==> src/rtl/spi_flash_read_controller.sv <==
// SPI READ (0x03) sequencer for the 6809 flash window: stretches the CPU cycle via MRDY
// until the byte returns, and yields the SPI pins whenever the FT2232 programmer owns the flash.
module spi_flash_read_controller #(
    parameter int unsigned CLK_DIV    = 2,
    parameter logic [23:0] FLASH_BASE = 24'h000000,
    parameter logic [7:0]  READ_CMD   = 8'h03
) (
    input  logic        i_clk,
    input  logic        i_reset,
    input  logic        i_spi_ce,
    input  logic        i_rw,
    input  logic [11:0] i_address,
    input  logic        i_FT_CS,
    input  logic        i_spi_miso,
    output logic        o_spi_cs_n,
    output logic        o_spi_sck,
    output logic        o_spi_mosi,
    output logic        o_spi_oe,
    output logic [7:0]  o_data,
    output logic        o_data_valid,
    output logic        o_mrdy,
    output logic        o_busy
);

    typedef enum logic [2:0] {
        IDLE,
        ARB_WAIT,
        CS_SETUP,
        SHIFT,
        CS_HOLD,
        DONE
    } state_e;

    localparam logic [7:0] DIV_LAST = 8'(CLK_DIV - 1);
    localparam logic [5:0] BIT_LAST = 6'd39;

    state_e      state_q, state_d;
    logic [1:0]  ft_sync_q;
    logic [7:0]  div_q, div_d;
    logic [5:0]  bit_q, bit_d;
    logic        phase_q, phase_d;
    logic [39:0] shift_q, shift_d;
    logic [7:0]  rx_q, rx_d;
    logic [7:0]  data_q, data_d;
    logic        valid_q, valid_d;
    logic        cs_n_q, cs_n_d;
    logic        sck_q, sck_d;
    logic        mosi_q, mosi_d;
    logic        oe_q, oe_d;
    logic        busy_q, busy_d;

    logic        req;
    logic        ft_own;
    logic        div_last;
    logic        active_q;
    logic        start;
    logic [23:0] flash_addr;

    assign req        = i_spi_ce & i_rw;
    assign ft_own     = ~ft_sync_q[1];
    assign div_last   = (div_q == DIV_LAST);
    assign active_q   = (state_q == CS_SETUP) || (state_q == SHIFT) || (state_q == CS_HOLD);
    assign flash_addr = FLASH_BASE + {12'h000, i_address};

    // State register; the datapath and all pin outputs are registered alongside it.
    always_ff @(posedge i_clk) begin
        // NOTE: sequential state uses non-blocking assignments so every flop samples
        // pre-edge values regardless of statement order.
        if (i_reset) begin
            state_q   <= IDLE;
            ft_sync_q <= 2'b11;
            div_q     <= '0;
            bit_q     <= '0;
            phase_q   <= 1'b0;
            shift_q   <= '0;
            rx_q      <= '0;
            data_q    <= '0;
            valid_q   <= 1'b0;
            cs_n_q    <= 1'b1;
            sck_q     <= 1'b0;
            mosi_q    <= 1'b0;
            oe_q      <= 1'b0;
            busy_q    <= 1'b0;
        end else begin
            state_q   <= state_d;
            ft_sync_q <= {ft_sync_q[0], i_FT_CS};
            div_q     <= div_d;
            bit_q     <= bit_d;
            phase_q   <= phase_d;
            shift_q   <= shift_d;
            rx_q      <= rx_d;
            data_q    <= data_d;
            valid_q   <= valid_d;
            cs_n_q    <= cs_n_d;
            sck_q     <= sck_d;
            mosi_q    <= mosi_d;
            oe_q      <= oe_d;
            busy_q    <= busy_d;
        end
    end

    // Next-state logic; aborts override normal sequencing, CPU abort beats FT2232 preemption.
    always_comb begin
        // NOTE: every always_comb output gets a default first so no path can infer a latch.
        state_d = state_q;
        case (state_q)
            IDLE: begin
                if (req) begin
                    state_d = ft_own ? ARB_WAIT : CS_SETUP;
                end
            end
            ARB_WAIT: begin
                if (!req) begin
                    state_d = IDLE;
                end else if (!ft_own) begin
                    state_d = CS_SETUP;
                end
            end
            CS_SETUP: begin
                if (div_last) begin
                    state_d = SHIFT;
                end
            end
            SHIFT: begin
                if (div_last && phase_q && (bit_q == BIT_LAST)) begin
                    state_d = CS_HOLD;
                end
            end
            CS_HOLD: begin
                if (div_last) begin
                    state_d = DONE;
                end
            end
            DONE: begin
                if (!req) begin
                    state_d = IDLE;
                end
            end
            default: state_d = IDLE;
        endcase

        if (active_q) begin
            if (!req) begin
                state_d = IDLE;
            end else if (ft_own) begin
                state_d = ARB_WAIT;
            end
        end
    end

    // Datapath: SCK phase timing, 40-bit MOSI frame, MISO capture and result load.
    always_comb begin
        start   = (state_d == CS_SETUP) && (state_q != CS_SETUP);
        div_d   = ((state_d != state_q) || div_last) ? 8'd0 : div_q + 8'd1;
        bit_d   = bit_q;
        phase_d = phase_q;
        shift_d = shift_q;
        rx_d    = rx_q;
        data_d  = data_q;
        valid_d = 1'b0;

        if (start) begin
            shift_d = {READ_CMD, flash_addr, 8'h00};
            bit_d   = '0;
            phase_d = 1'b0;
        end else if ((state_q == SHIFT) && (state_d == SHIFT) && div_last) begin
            if (!phase_q) begin
                phase_d = 1'b1;
                rx_d    = {rx_q[6:0], i_spi_miso};
            end else begin
                phase_d = 1'b0;
                shift_d = {shift_q[38:0], 1'b0};
                bit_d   = bit_q + 6'd1;
            end
        end

        if ((state_q == CS_HOLD) && (state_d == DONE)) begin
            data_d  = rx_q;
            valid_d = 1'b1;
        end
    end

    // Pin outputs follow the state being entered, so an abort releases the pins the next cycle.
    always_comb begin
        busy_d = (state_d == CS_SETUP) || (state_d == SHIFT) || (state_d == CS_HOLD);
        cs_n_d = ~busy_d;
        oe_d   = busy_d;
        sck_d  = (state_d == SHIFT) && phase_d;
        mosi_d = busy_d && shift_d[39];
    end

    assign o_mrdy       = i_reset | ~(req & (state_q != DONE));
    assign o_spi_cs_n   = cs_n_q;
    assign o_spi_sck    = sck_q;
    assign o_spi_mosi   = mosi_q;
    assign o_spi_oe     = oe_q;
    assign o_data       = data_q;
    assign o_data_valid = valid_q;
    assign o_busy       = busy_q;

endmodule
==> config.mk <==
export PLATFORM = sky130hd
export DESIGN_NAME = spi_flash_read_controller
export DESIGN_NICKNAME = d
export VERILOG_FILES = /design/src/rtl/spi_flash_read_controller.sv
export SDC_FILE = /design/constraint.sdc
export NUM_CORES = 1
export LEC_CHECK = 0
export BUFFER_PORTS_ARGS = -buffer_cell sky130_fd_sc_hd__buf_4
export CAP_MARGIN = 20
export CORE_UTILIZATION = 52
export DETAILED_ROUTE_END_ITERATION = 6
export PLACE_DENSITY = 0.75
export SYNTH_ARGS = -nofsm -noshare
export SYNTH_HDL_FRONTEND = slang
export SYNTH_SLANG_ARGS = --single-unit
==> constraint.sdc <==
create_clock -name i_clk -period 2 [get_ports i_clk]
set_input_delay 0.4 -clock i_clk [delete_from_list [all_inputs] [get_ports i_clk]]
set_output_delay 0.4 -clock i_clk [all_outputs]
set_load 0.02 [all_outputs]
==> Word level (Yosys, flattened, before mapping) <==
Cells that the tools add are included.
{ "op_classes": {"mux": 19, "shifts": 0, "n_reduce_logical": 21, "magnitude_cmp": 0, "bitwise": 7, "add_sub_neg": 2, "eq_ne": 14, "div_mod_pow": 0, "multipliers": 0} }
{ "ops": {"columns": ["cell", "count"], "rows": [
  ["40-bit 2-to-1 mux", 3],
  ["3-bit 2-to-1 mux", 10],
  ["3-bit one-hot mux with 6 select lines", 1],
  ["3-bit by 2-bit == test with 1-bit output, second input constant", 4],
  ["3-bit == test, second input constant", 4],
  ["8-bit by 1-bit adder with 8-bit output, second input constant", 1],
  ["8-bit by 1-bit == test with 1-bit output, second input constant", 1],
  ["1-bit logical AND", 8],
  ["6-bit by 1-bit adder with 6-bit output, second input constant", 1],
  ["6-bit == test, second input constant", 1],
  ["1-bit logical OR", 5],
  ["1-bit 2-to-1 mux", 4],
  ["1-bit NOT", 4],
  ["2-bit AND reduction", 2],
  ["2-bit nonzero test", 2],
  ["2-bit OR reduction", 2],
  ["3-bit by 1-bit == test with 1-bit output, second input constant", 1],
  ["3-bit zero test", 1],
  ["3-bit by 2-bit != test with 1-bit output, second input constant", 1],
  ["3-bit != test", 1],
  ["3-bit != test, second input constant", 1],
  ["3-bit AND reduction", 1],
  ["1-bit AND", 2],
  ["2-bit 2-to-1 mux", 1],
  ["1-bit bitwise OR", 1]
]} }
{ "word_totals": {"output_inout_bits": 15, "mem_bits_rw": 0, "word_cells": 78, "latch_bits": 0, "memories": 0, "mem_bits_ro": 0, "reg_bits": 73} }

==> Logic depth before layout (Yosys ltp) <==
{ "logic_depth": {"ltp_word": 14, "depth_mapped": 11, "depth_no_buf": 10} }

==> Worst setup path before layout <==
Ideal clock, no wire load.
{ "synth_path": {"kind": "register to register", "startpoint": "reg bit_q[0]", "endpoint": "reg shift_q[30]", "synth_period_minus_slack_ns": 2.163, "path_stages_with_launch": 10, "arrival_time_ns": 2.035, "setup_time_ns": 0.128, "slack_ns": -0.163, "t_required_ns": 1.872, "cell_sequence": "dfxtp_1 > ha_1 > and2_1 > a211oi_2 > and2_1 > ha_1 > clkbuf_1 > buf_1 > mux2i_1 > nor2_1"} }
{ "synth_via": {"elab_chain_len": 11, "word_cells_on_any_way": 14, "cone_classes": "eq/ne (3); mux (5); reduce/logical (6)"} }
{ "synth_rtl": {"columns": ["item", "line_no", "rtl"], "rows": [
  ["start: declaration", "40", "logic [5:0] bit_q, bit_d;"],
  ["start signal: assignment", "88", "bit_q <= bit_d;"],
  ["6-bit == test (*)", "125", "if (div_last && phase_q && (bit_q == BIT_LAST)) begin"],
  ["1-bit logical AND (*)", "125", null],
  ["3-bit 2-to-1 mux (*)", "125", null],
  ["3-bit one-hot mux with 6 select lines (*)", "106", "case (state_q)"],
  ["3-bit 2-to-1 mux", "145", "end else if (ft_own) begin"],
  ["3-bit 2-to-1 mux", "143", "if (!req) begin"],
  ["3-bit 2-to-1 mux (*)", "142", "if (active_q) begin"],
  ["3-bit by 2-bit == test with 1-bit output", "166", "end else if ((state_q == SHIFT) && (state_d == SHIFT) && div_last) begin"],
  ["1-bit logical AND (2 in series)", "166", null],
  ["2-bit AND reduction (no line)", null, null],
  ["end signal: assignment", "90", "shift_q <= shift_d;"],
  ["end: declaration", "42", "logic [39:0] shift_q, shift_d;"]
]} }
Mark *: on every way between the ends. The rest lies on a longest branch, timed or not.
A chain may end at the register's enable or synchronous reset.

==> Worst setup path after layout <==
{ "layout_path": {"startpoint": "reg div_q[5]", "endpoint": "reg data_q[7], in the netlist o_data[7]"} }
{ "layout_via": {"elab_chain_len": 10, "word_cells_on_any_way": 12, "cone_classes": "eq/ne (2); mux (7); reduce/logical (3)"} }
{ "layout_rtl": {"columns": ["item", "line_no", "rtl"], "rows": [
  ["start: declaration", "39", "logic [7:0] div_q, div_d;"],
  ["start signal: assignment", "87", "div_q <= div_d;"],
  ["8-bit by 1-bit == test with 1-bit output (*)", "61", "assign div_last = (div_q == DIV_LAST);"],
  ["1-bit logical AND (2 in series)", "125", null],
  ["3-bit 2-to-1 mux", "125", null],
  ["3-bit one-hot mux with 6 select lines (*)", "106", null],
  ["3-bit 2-to-1 mux", "145", null],
  ["3-bit 2-to-1 mux", "143", null],
  ["3-bit 2-to-1 mux (*)", "142", null],
  ["3-bit == test (*)", "177", "if ((state_q == CS_HOLD) && (state_d == DONE)) begin"],
  ["1-bit logical AND (*)", "177", null],
  ["end signal: assignment", "92", "data_q <= data_d;"],
  ["end: declaration", "44", "logic [7:0] data_q, data_d;"]
]} }
Marks and branches as above.

==> results.sh <==
export IMPL_status="finished clean"
export IMPL_setup_tns_ns=0
export IMPL_critPathMaxFanout=5
export IMPL_core_area_mm2=0.00561
export IMPL_min_to="ft_sync_q[0]$_SDFF_PP1_"
export IMPL_dp_cells=413
export IMPL_rsz0062_at_grt="true"
export IMPL_area_delta_synth_final_pct=27.5
export IMPL_whs_ns=0.237
export IMPL_synth_top_family_by_area="simple AND/OR/NAND/NOR gates"
export IMPL_cp_start_kind="flip-flop"
export IMPL_wl_per_cell_um=14.7
export IMPL_yosys_area_top_type_share=0.477
export IMPL_setup_viol=0
export IMPL_r2r_end="o_data[7]$_SDFFE_PP0P_"
export IMPL_yosysSeqAreaShare=0.477
export IMPL_die_y_um=78.8
export IMPL_crit_path_end_kind="flip-flop"
export IMPL_r2r_cells=7
export IMPL_syn_inst=313
export IMPL_synth_cell_area_mm2=0.00306
export IMPL_start_util=0.546
export IMPL_finalWirelength_um=6380
export IMPL_antenna_found_initial=0
export IMPL_ys_warn_count=0
export IMPL_netlist_top_cell_by_area="dfxtp_1"
export IMPL_whs_path_depth=2
export IMPL_synthFlopType="dfxtp_1"
export IMPL_worstMarginPinSlew_ns=0.439
export IMPL_ioPinCount=33
export IMPL_via_per_inst=5.45
export IMPL_synth_compound_area_share=0.0911
export IMPL_grt_max_degree=41
export IMPL_routed_via_count=2372
export IMPL_grt_usage=0.201
export IMPL_synth_xor_area_frac=0.0396
export IMPL_synth_area_mux_share=0.124
export IMPL_fin_util=0.696
export IMPL_synthSimpleGateAreaFrac=0.210
export IMPL_hold_path_startpoint="i_FT_CS"
export IMPL_tritoncts="yes"
export IMPL_die_area_mm2=0.00620
export IMPL_clk_pin_slew_ns=0.08
export IMPL_rrSetupSlack_ns=0.02
export IMPL_period_share=0.990
export IMPL_nets=380
export IMPL_clkSinkCount=73
export IMPL_fin_crit_ns=1.98
export IMPL_relSlewSlack=0.707
export IMPL_hp_class="input pin to flip-flop"
export IMPL_cts_inserted_buffers=9
export IMPL_synthArstFlopShare=0
export IMPL_timing_rr_start="div_q[5]$_SDFF_PP0_"
export IMPL_slew_viol_final=0
export IMPL_drive_gt1_frac=0.267
export IMPL_cellPowerDensity_mw_per_mm2=804
export IMPL_drc_errors=0
export IMPL_syn_mean_instance_area_um2=9.79
export IMPL_ant_nets=0
export IMPL_diodes=0
export IMPL_dr_pass1_iters=4
export IMPL_synth_nets=335
export IMPL_hold_violations=0
export IMPL_synth_most_common_cell="dfxtp_1"
export IMPL_rows=27
export IMPL_post_synth_num_cell_types=48
export IMPL_synthAdderAreaFrac=0.0163
export IMPL_fin_skew_ns=0.0170
export IMPL_grt_pass1_wl_um=9660
export IMPL_final_cells=435
export IMPL_ys_seq_elements=73
export IMPL_netlist_top_cells_area="dfxtp_1 48%, mux2i_1 12%, nor2_1 6.4%"
export IMPL_path_cells="nor4_4, nand4_4, a221oi_4, buf_6, clkbuf_16, nand4b_1, a21oi_1"
export IMPL_portBuffers=32
export IMPL_drv_cap=0
export IMPL_root_buffer="clkbuf_8"
export IMPL_die_w_um=78.8
export IMPL_overflow=0
export IMPL_grt_pass1_vias=2135
export IMPL_clk_latency_ns=0.35
export IMPL_p_leak_uw=0.00144
export IMPL_clockBufferDepth=2
export IMPL_cts_hold_repair_buffers=0
export IMPL_ir_worst_vdd_mv=0.549
export IMPL_synthTopCellsByCount="73 x dfxtp_1, 52 x nor2_1, 38 x mux2i_1"
export IMPL_drtIter0Drc=111
export IMPL_worst_ep_arrival_time_ns=2.20
export IMPL_cp_slowest_cell="nor4_4"
export IMPL_max_freq_mhz=505
export IMPL_h_tree_depth=3
export IMPL_place_gp_congestion=0.883
export IMPL_critPathMaxStageDelay_ns=0.42
export IMPL_cp_required_ns=2.22
export IMPL_dp_hpwl_um=3780
export IMPL_synth_edf_count=0
export IMPL_critPathKind="flip-flop to flip-flop"
==> final cells by class <==
type / count / area, um^2
clock buffer: 9 / 124
clock inverter: 7 / 124
fill: 432 / 1700
inverter: 4 / 15.0
multi-input combinational: 213 / 1560
sequential: 73 / 1460
tap: 72 / 90.1
timing repair buffer: 57 / 524
==> layer usage <==
layer  global-route usage  wire length, um
met5                    0                0
met4                0.113              157
met3               0.0391              184
met2                0.320             3090
met1                0.254             2940
==> kinds of logic (layout without fill, tap and decap cells) <==
logic type / Yosys count / in the layout
AOI/OAI and AO/OA: 40 / 40
xor gates and xnor gates: 13 / 13
adders and majority gates: 4 / 4
buffers and inverters: 27 / 77
DFF: 73 / 73
muxes: 38 / 38
and+or+nand+nor: 118 / 118
==> power breakdown <==
group,internal (uW),switching [uW],total [uW]
Sequential,1480,19.8,1500
Combinational,108,115,223
Clock,839,574,1410
==> critical path, delay by kind of cell, from the launching register on <==
kind	cells	cell delay (ns)
compound gates	2	0.48
flops	1	0.34
buf+inv	2	0.33
simple gates	3	0.70
==> sequential cells by signal, summed over array words and instances, names as in the netlist <==
signal / cells
o_spi_mosi: 1
o_data: 8
state_q: 3
rx_q: 8
o_spi_sck: 1
o_data_valid: 1
ft_sync_q: 2
div_q: 8
shift_q: 32
o_spi_cs_n: 1
o_busy: 1
bit_q: 6
phase_q: 1
==> worst max path at each step <==
stage / slack [ns] / cells past startpoint / end / startpoint
after floorplan: 0.07 / 9 / shift_q[30]$_SDFFE_PP0P_ / bit_q[0]$_SDFFE_PP0P_
after global placement: 0.06 / 6 / div_q[3]$_SDFF_PP0_ / div_q[0]$_SDFF_PP0_
after detailed placement: -0.04 / 7 / div_q[4]$_SDFF_PP0_ / div_q[1]$_SDFF_PP0_
after CTS: 0.0009 / 10 / bit_q[5]$_SDFFE_PP0P_ / div_q[1]$_SDFF_PP0_
after global routing: -0.05 / 9 / o_data[7]$_SDFFE_PP0P_ / div_q[1]$_SDFF_PP0_
final: 0.02 / 7 / o_data[7]$_SDFFE_PP0P_ / div_q[5]$_SDFF_PP0_
==> cells in the final DEF (no fill, tap or decap), drive strengths merged, types with 4 or more instances in the layout <==
cell type / count
xor2: 7
buf: 54
mux2i: 38
ha: 4
inv: 6
a211oi: 13
nand4b: 8
a21oi: 8
nand2: 8
nor3: 13
dfxtp: 73
clkbuf: 12
o21ai: 12
xnor2: 6
nor2: 52
nor2b: 5
nand4: 5
==> through the flow <==
step	instance area (um^2)	total power (uW)	setup slack, ns
floorplan	3070	1640	0.0695
global placement	3450	1710	0.0644
detailed placement	3450	1710	-0.0424
CTS	3700	3110	0.000858
global route	3900	3240	-0.0460
finish	3900	3140	0.0206
==> timing repair <==
item	in CTS	in global routing
buffers inserted	0	2
pin swaps	0	9
resized for setup	2	23
gates cloned	0	4
endpoints found under the setup margin	8	49
(Power assumes the default switching activity.)
